<file path="config.mk">
export PLATFORM = sky130hd
export DESIGN_NAME = drop_sequencer
export DESIGN_NICKNAME = d
export VERILOG_FILES = /design/src/rtl/drop_pkg.sv /design/src/rtl/tick_prescaler.sv /design/src/rtl/drop_sequencer.sv
export SDC_FILE = /design/constraint.sdc
export NUM_CORES = 1
export LEC_CHECK = 0
export BUFFER_PORTS_ARGS = -buffer_cell sky130_fd_sc_hd__buf_2
export CAP_MARGIN = 20
export CORE_AREA = 4 4 83 85
export DETAILED_ROUTE_END_ITERATION = 8
export DIE_AREA = 0 0 87 89
export PLACE_DENSITY_LB_ADDON = 0.1
export SETUP_SLACK_MARGIN = 0.1
export SLEW_MARGIN = 20
export SYNTH_ARGS = -nofsm -noshare
export SYNTH_HDL_FRONTEND = slang
export SYNTH_SLANG_ARGS = --single-unit
</file>
<file path="constraint.sdc">
create_clock -name clk -period 1.9 [get_ports clk]
set_input_delay 0.095 -clock clk [delete_from_list [all_inputs] [get_ports clk]]
set_output_delay 0.095 -clock clk [all_outputs]
set_load 0.005 [all_outputs]
</file>
<file path="src/rtl/drop_pkg.sv">
// Shared types and constants for the baggage-drop sequencing stage.
package drop_pkg;

  localparam int TIME_W          = 16;
  localparam int FRAC_W          = 8;
  localparam int DEF_TICK_DIV    = 4;
  localparam int DEF_HOLD_CYCLES = 8;

  typedef enum logic [2:0] {
    ST_IDLE  = 3'd0,
    ST_CHECK = 3'd1,
    ST_COUNT = 3'd2,
    ST_DROP  = 3'd3,
    ST_ABORT = 3'd4
  } state_e;

endpackage

</file>
<file path="src/rtl/tick_prescaler.sv">
// Divides the clock into one-cycle time ticks; restarts from zero whenever cleared.
module tick_prescaler #(
  parameter int TICK_DIV = 4
) (
  input  logic clk,
  input  logic rst,
  input  logic en_i,
  input  logic clr_i,
  output logic tick_o
);

  localparam int CW = (TICK_DIV > 1) ? $clog2(TICK_DIV) : 1;
  localparam logic [CW-1:0] TERM = CW'(TICK_DIV - 1);

  logic [CW-1:0] cnt_q, cnt_d;

  assign tick_o = en_i && (cnt_q == TERM);

  // Prescaler next-state: clear wins over counting, wrap at the terminal count
  always_comb begin
    cnt_d = cnt_q;
    if (clr_i) begin
      cnt_d = '0;
    end else if (en_i) begin
      if (cnt_q == TERM) begin
        cnt_d = '0;
      end else begin
        cnt_d = cnt_q + CW'(1);
      end
    end else begin
      cnt_d = cnt_q;
    end
  end

  // Prescaler register
  always_ff @(posedge clk or posedge rst) begin
    if (rst) begin
      cnt_q <= '0;
    end else begin
      cnt_q <= cnt_d;
    end
  end

endmodule

</file>
<file path="src/rtl/drop_sequencer.sv">
// Turns a computed fall time into a checked, counted-down and held drop command.
module drop_sequencer
  import drop_pkg::*;
#(
  parameter int TICK_DIV    = DEF_TICK_DIV,
  parameter int HOLD_CYCLES = DEF_HOLD_CYCLES
) (
  input  logic              clk,
  input  logic              rst,
  input  logic              start,
  input  logic [TIME_W-1:0] t_act,
  input  logic [7:0]        t_lim,
  input  logic              drop_en,
  input  logic              cancel,
  output logic              busy,
  output logic [TIME_W-1:0] countdown,
  output logic              drop_activated,
  output logic              abort
);

  localparam logic [7:0] HOLD_LAST = 8'(HOLD_CYCLES - 1);

  state_e            state_q, state_d;
  logic [TIME_W-1:0] t_act_q, t_act_d;
  logic [7:0]        t_lim_q, t_lim_d;
  logic              drop_en_q, drop_en_d;
  logic [TIME_W-1:0] countdown_q, countdown_d;
  logic [7:0]        hold_q, hold_d;
  logic              busy_q, busy_d;
  logic              drop_q, drop_d;
  logic              abort_q, abort_d;
  logic              tick_s;
  logic              counting_s;
  logic [TIME_W-1:0] limit_s;

  assign counting_s = (state_q == ST_COUNT);
  assign limit_s    = {t_lim_q, {FRAC_W{1'b0}}};

  tick_prescaler #(
    .TICK_DIV(TICK_DIV)
  ) u_prescaler (
    .clk   (clk),
    .rst   (rst),
    .en_i  (counting_s),
    .clr_i (~counting_s),
    .tick_o(tick_s)
  );

  // Sequencer next-state, latching and countdown
  always_comb begin
    state_d     = state_q;
    t_act_d     = t_act_q;
    t_lim_d     = t_lim_q;
    drop_en_d   = drop_en_q;
    countdown_d = countdown_q;
    hold_d      = hold_q;
    case (state_q)
      ST_IDLE: begin
        if (start) begin
          t_act_d   = t_act;
          t_lim_d   = t_lim;
          drop_en_d = drop_en;
          state_d   = ST_CHECK;
        end else begin
          state_d = ST_IDLE;
        end
      end
      ST_CHECK: begin
        if (!drop_en_q) begin
          state_d = ST_ABORT;
        end else if (t_act_q > limit_s) begin
          state_d = ST_ABORT;
        end else if (t_act_q == {TIME_W{1'b0}}) begin
          state_d     = ST_DROP;
          countdown_d = '0;
          hold_d      = 8'd0;
        end else begin
          state_d     = ST_COUNT;
          countdown_d = t_act_q;
        end
      end
      ST_COUNT: begin
        // cancel outranks a coincident terminal tick, freezing the countdown
        if (cancel) begin
          state_d = ST_ABORT;
        end else if (tick_s) begin
          countdown_d = countdown_q - 16'd1;
          if (countdown_q == 16'd1) begin
            state_d = ST_DROP;
            hold_d  = 8'd0;
          end else begin
            state_d = ST_COUNT;
          end
        end else begin
          state_d = ST_COUNT;
        end
      end
      ST_DROP: begin
        countdown_d = '0;
        if (hold_q == HOLD_LAST) begin
          state_d = ST_IDLE;
        end else begin
          hold_d = hold_q + 8'd1;
        end
      end
      ST_ABORT: begin
        state_d     = ST_IDLE;
        countdown_d = '0;
      end
      default: begin
        state_d     = ST_IDLE;
        countdown_d = '0;
        hold_d      = 8'd0;
      end
    endcase
  end

  // Moore flags decoded from the next state so they register alongside it
  always_comb begin
    busy_d  = (state_d != ST_IDLE);
    drop_d  = (state_d == ST_DROP);
    abort_d = (state_d == ST_ABORT);
  end

  // State, latched request and output registers
  always_ff @(posedge clk or posedge rst) begin
    if (rst) begin
      state_q     <= ST_IDLE;
      t_act_q     <= '0;
      t_lim_q     <= 8'd0;
      drop_en_q   <= 1'b0;
      countdown_q <= '0;
      hold_q      <= 8'd0;
      busy_q      <= 1'b0;
      drop_q      <= 1'b0;
      abort_q     <= 1'b0;
    end else begin
      state_q     <= state_d;
      t_act_q     <= t_act_d;
      t_lim_q     <= t_lim_d;
      drop_en_q   <= drop_en_d;
      countdown_q <= countdown_d;
      hold_q      <= hold_d;
      busy_q      <= busy_d;
      drop_q      <= drop_d;
      abort_q     <= abort_d;
    end
  end

  assign busy           = busy_q;
  assign countdown      = countdown_q;
  assign drop_activated = drop_q;
  assign abort          = abort_q;

endmodule

</file>
==> summary.md <==
| Metric | Value |
|---|---|
| Outcome | `finished with violations` |
| Failing checks | `setup timing` |
| Root Buffer | `clkbuf_8` |
| Compound-Gate Fraction of Synth Area | `0.172` |
| Critical path class | `flop to flop` |
| First-pass GRT wire length | `15000 um` |
| Final Skew | `0.0115 ns` |
| Post-DRT Antenna Nets | `0` |
| Main combinational cell family by area after synthesis | `simple AND/OR/NAND/NOR gates` |
| Sequential area share after synthesis | `0.470` |
| Port Buf Inserts | `47` |
| Slew HR | `0.720` |
| Final WS setup | `-0.152 ns` |
| Wirelength per Cell | `17.3 um` |
| Initial antenna violation count | `0` |
| Tmin final | `2.05 ns` |
| Setup crit end | `countdown[0]` |
| Clock-pin transition on the worst setup and hold timing paths | `0.07 ns` |
| HPWL Detailed | `6520 um` |
| Worst R2R End | `countdown[0]` |
| Via count | `3059` |
| Worst stage delay on the critical path | `0.39 ns` |
| Post-layout nets | `505` |
| Final setup fails | `24` |
| CP max-delay cell | `dfrtp_1` |
| Fin crit share | `1.08` |
| RR Startpoint | `t_lim_q[1]` |
| Largest net degree at the start of global routing | `30` |
| Core Region | `0.00620 sq mm` |
| Fillers | `418` |
| Cell Count, Final, Fillers Out | `545` |
| Crit path arrival time | `2.30 ns` |
| Io pins | `48` |
| Max Buffers Root-to-Sink | `2` |
| Total GRT Usage | `0.256` |
| Die width | `87 um` |
| Cell family with most CP delay | `compound AO/OA/AOI/OAI gates` |
| Cells after DPL | `500` |
| Total iterations of the first detailed-routing run | `4` |
| Slew Viols, Final | `0` |
| Setup crit start | `t_lim_q[1]` |
| Initial core utilization | `0.489` |
| Main synth FF type | `dfrtp_1` |
| Antenna fix cells | `0` |
| Worst-Margin Slew | `0.415 ns` |
| Leak | `0.00217 uW` |
| VDD IR max | `0.00116 V` |
| Mapped Nets | `346` |
| Most common cell after layout, fill and taps aside | `buf_4` |
| Die area | `0.00774 sq mm` |
| Area grow syn2layout | `57.5%` |
| CP Cell Sequence | `inv_2 > ha_4 > nor2b_4 > o211ai_1 > a21oi_2 > o21a_4 > a22o_4 > buf_12 > mux2i_2` |
| CTS H-tree lvls | `3` |
| CTS tree | `built` |
| Row cnt | `29` |
| Gr ovfl total | `0` |
| CTS sink cnt | `57` |
| Critical path buffers and inverters | `2` |
| Critical Path Fanout Max | `9` |
| Synth Area in Simple Gates | `0.185` |
| DR vias/cell | `5.61` |
| Pre-CTS setup slack | `-0.234 ns` |
| Inserted Clock Buffers | `9` |
| Vias in the first global route | `3129` |
| Share of cells above drive strength 1 | `0.457` |
| Hold_ws | `0.0120 ns` |
| Syn_area_per_cell | `9.94 sq um` |
| GPL Wtd Cong | `0.856` |
| Final hold violation count | `0` |
| Mux share of post-synthesis cell area | `0.0768` |
| Worst EP required | `2.15 ns` |
| Worst Hold Class | `input port to flop` |
| Xor/xnor share of the synthesized area | `0.00289` |
| P per Cell Area | `1680 mW/mm^2` |
| Cell Area, Synth | `0.00303 sq mm` |
| Asr flop ratio synth | `1.00` |
| Crit path depth | `9` |
| Most frequent cells in the layout | `buf_4 (78), dfrtp_1 (56), buf_2 (47), nand2_1 (30), dlygate4sd3_1 (25)` |
| Max-Cap Viols | `0` |
| RSZ-0062 raised after global routing | `yes` |
| EDFF count, synth | `0` |
| Crit. End Element | `flop` |
| Synthesis Warnings | `0` |
| Die Y-Extent | `89 um` |
| DRC viols | `0` |
| R2r setup slk | `-0.15 ns` |
| Clk Latency, worst-skew pair | `0.34 ns` |
| Post-route setup TNS | `-2.35 ns` |
| Synth cell types | `50` |
| CP Launch Type | `flop` |
| Post-synthesis adder-cell area fraction | `0.0495` |
| FMAX | `487 MHz` |
| Starting DRC count in detailed routing | `111` |
| R2r worst-path depth | `9` |
| Mapped Cells | `305` |
| Number of synthesized register bits | `57` |
| Post-Route WL | `9430 um` |
==> report_power, final <==
| group | internal [uW] | switching [uW] | leakage [uW] |
|---|---|---|---|
| clock network | 840 | 492 | 0.000116 |
| registers | 1700 | 335 | 0.000726 |
| logic | 2430 | 2240 | 0.00133 |
==> metrics by stage <==
| stage | utilization | cell area [sq um] | power [uW] |
|---|---|---|---|
| 3_3_place_gp | 0.644 | 4000 | 5830 |
| 2_1_floorplan | - | 3050 | 3990 |
| 4_1_cts | 0.740 | 4590 | 7600 |
| 3_5_place_dp | 0.644 | 4000 | 5960 |
| 5_1_grt | 0.770 | 4770 | 8550 |
| 6_report | 0.770 | 4770 | 8040 |
==> cells by family after synthesis <==
| family | Yosys count |
|---|---|
| and+or+nand+nor | 106 |
| xor gates and xnor gates | 1 |
| buffers and inverters | 30 |
| adders and majority gates | 12 |
| AOI/OAI and AO/OA | 78 |
| muxes | 21 |
| DFF | 57 |
==> how the worst min path moves through the flow <==
stage | startpoint | to | slack (ns) | depth (start not counted)
floorplan | t_act[8] | t_act_q[8] | 0.21 | 2
global placement | rst | t_lim_q[5] | 0.1 | 2
detailed placement | rst | t_lim_q[5] | 0.11 | 2
CTS | t_act[14] | t_act_q[14] | 0.005 | 2
global route | t_act[14] | t_act_q[14] | 0.02 | 2
finish | t_act[14] | t_act_q[14] | 0.01 | 2
==> sequential cells by signal, summed over array words and instances (netlist names) <==
name / flops
state_q: 3
countdown: 16
t_act_q: 16
busy: 1
drop_activated: 1
abort: 1
t_lim_q: 8
u_prescaler.cnt_q: 2
drop_en_q: 1
hold_q: 8
==> per-layer routing <==
layer  wire length (um)  vias up  GRT usage
met3                367       24     0.0396
met1               4120     1494      0.331
li1                   -     1456          -
met2               4650       85      0.416
met4                290        0      0.132
met5                  0        -          0
==> timing repair <==
| item | 4_1_cts | 5_1_grt |
|---|---|---|
| endpoints found under the hold margin | 40 | 0 |
| setup endpoints to repair | 24 | 30 |
| resized for setup | 18 | 29 |
| setup buffers | 2 | 3 |
| hold buffers | 25 | 0 |
| pin swaps | 11 | 12 |
==> synth_stat cells, types with 2 or more instances <==
cell type,count,area (sq um)
a21oi_1,15,75.1
a22oi_1,5,37.5
a31oi_1,2,12.5
and2_1,5,31.3
and3_1,5,31.3
buf_2,3,15.0
buf_6,2,22.5
clkbuf_1,6,22.5
dfrtp_1,57,1430
ha_1,12,150
inv_1,19,71.3
mux2_2,17,191
mux2i_1,3,30.0
nand2_1,30,113
nand2b_1,2,12.5
nand3_1,10,50.1
nand4_1,5,31.3
nor2_1,12,45.0
nor2b_1,2,12.5
nor3_1,6,30.0
nor3b_1,3,22.5
nor4_1,8,50.1
o211ai_1,7,52.6
o21ai_0,17,85.1
o221ai_1,4,35.0
o22ai_1,11,68.8
o31ai_1,3,22.5
o41ai_1,3,26.3
or2_2,3,18.8
or3_1,5,31.3
or4_1,4,30.0
==> layout make-up <==
cell class	count	area, sq um	area share
clock buffer	13	169	0.0354
clock inverter	2	60.1	0.0126
inverter	19	71.3	0.0149
multi-input combinational	218	1730	0.361
sequential	57	1430	0.299
tap	77	96.3	0.0202
timing repair buffer	159	1220	0.257
No activity file was read; power rests on OpenSTA's default activity.
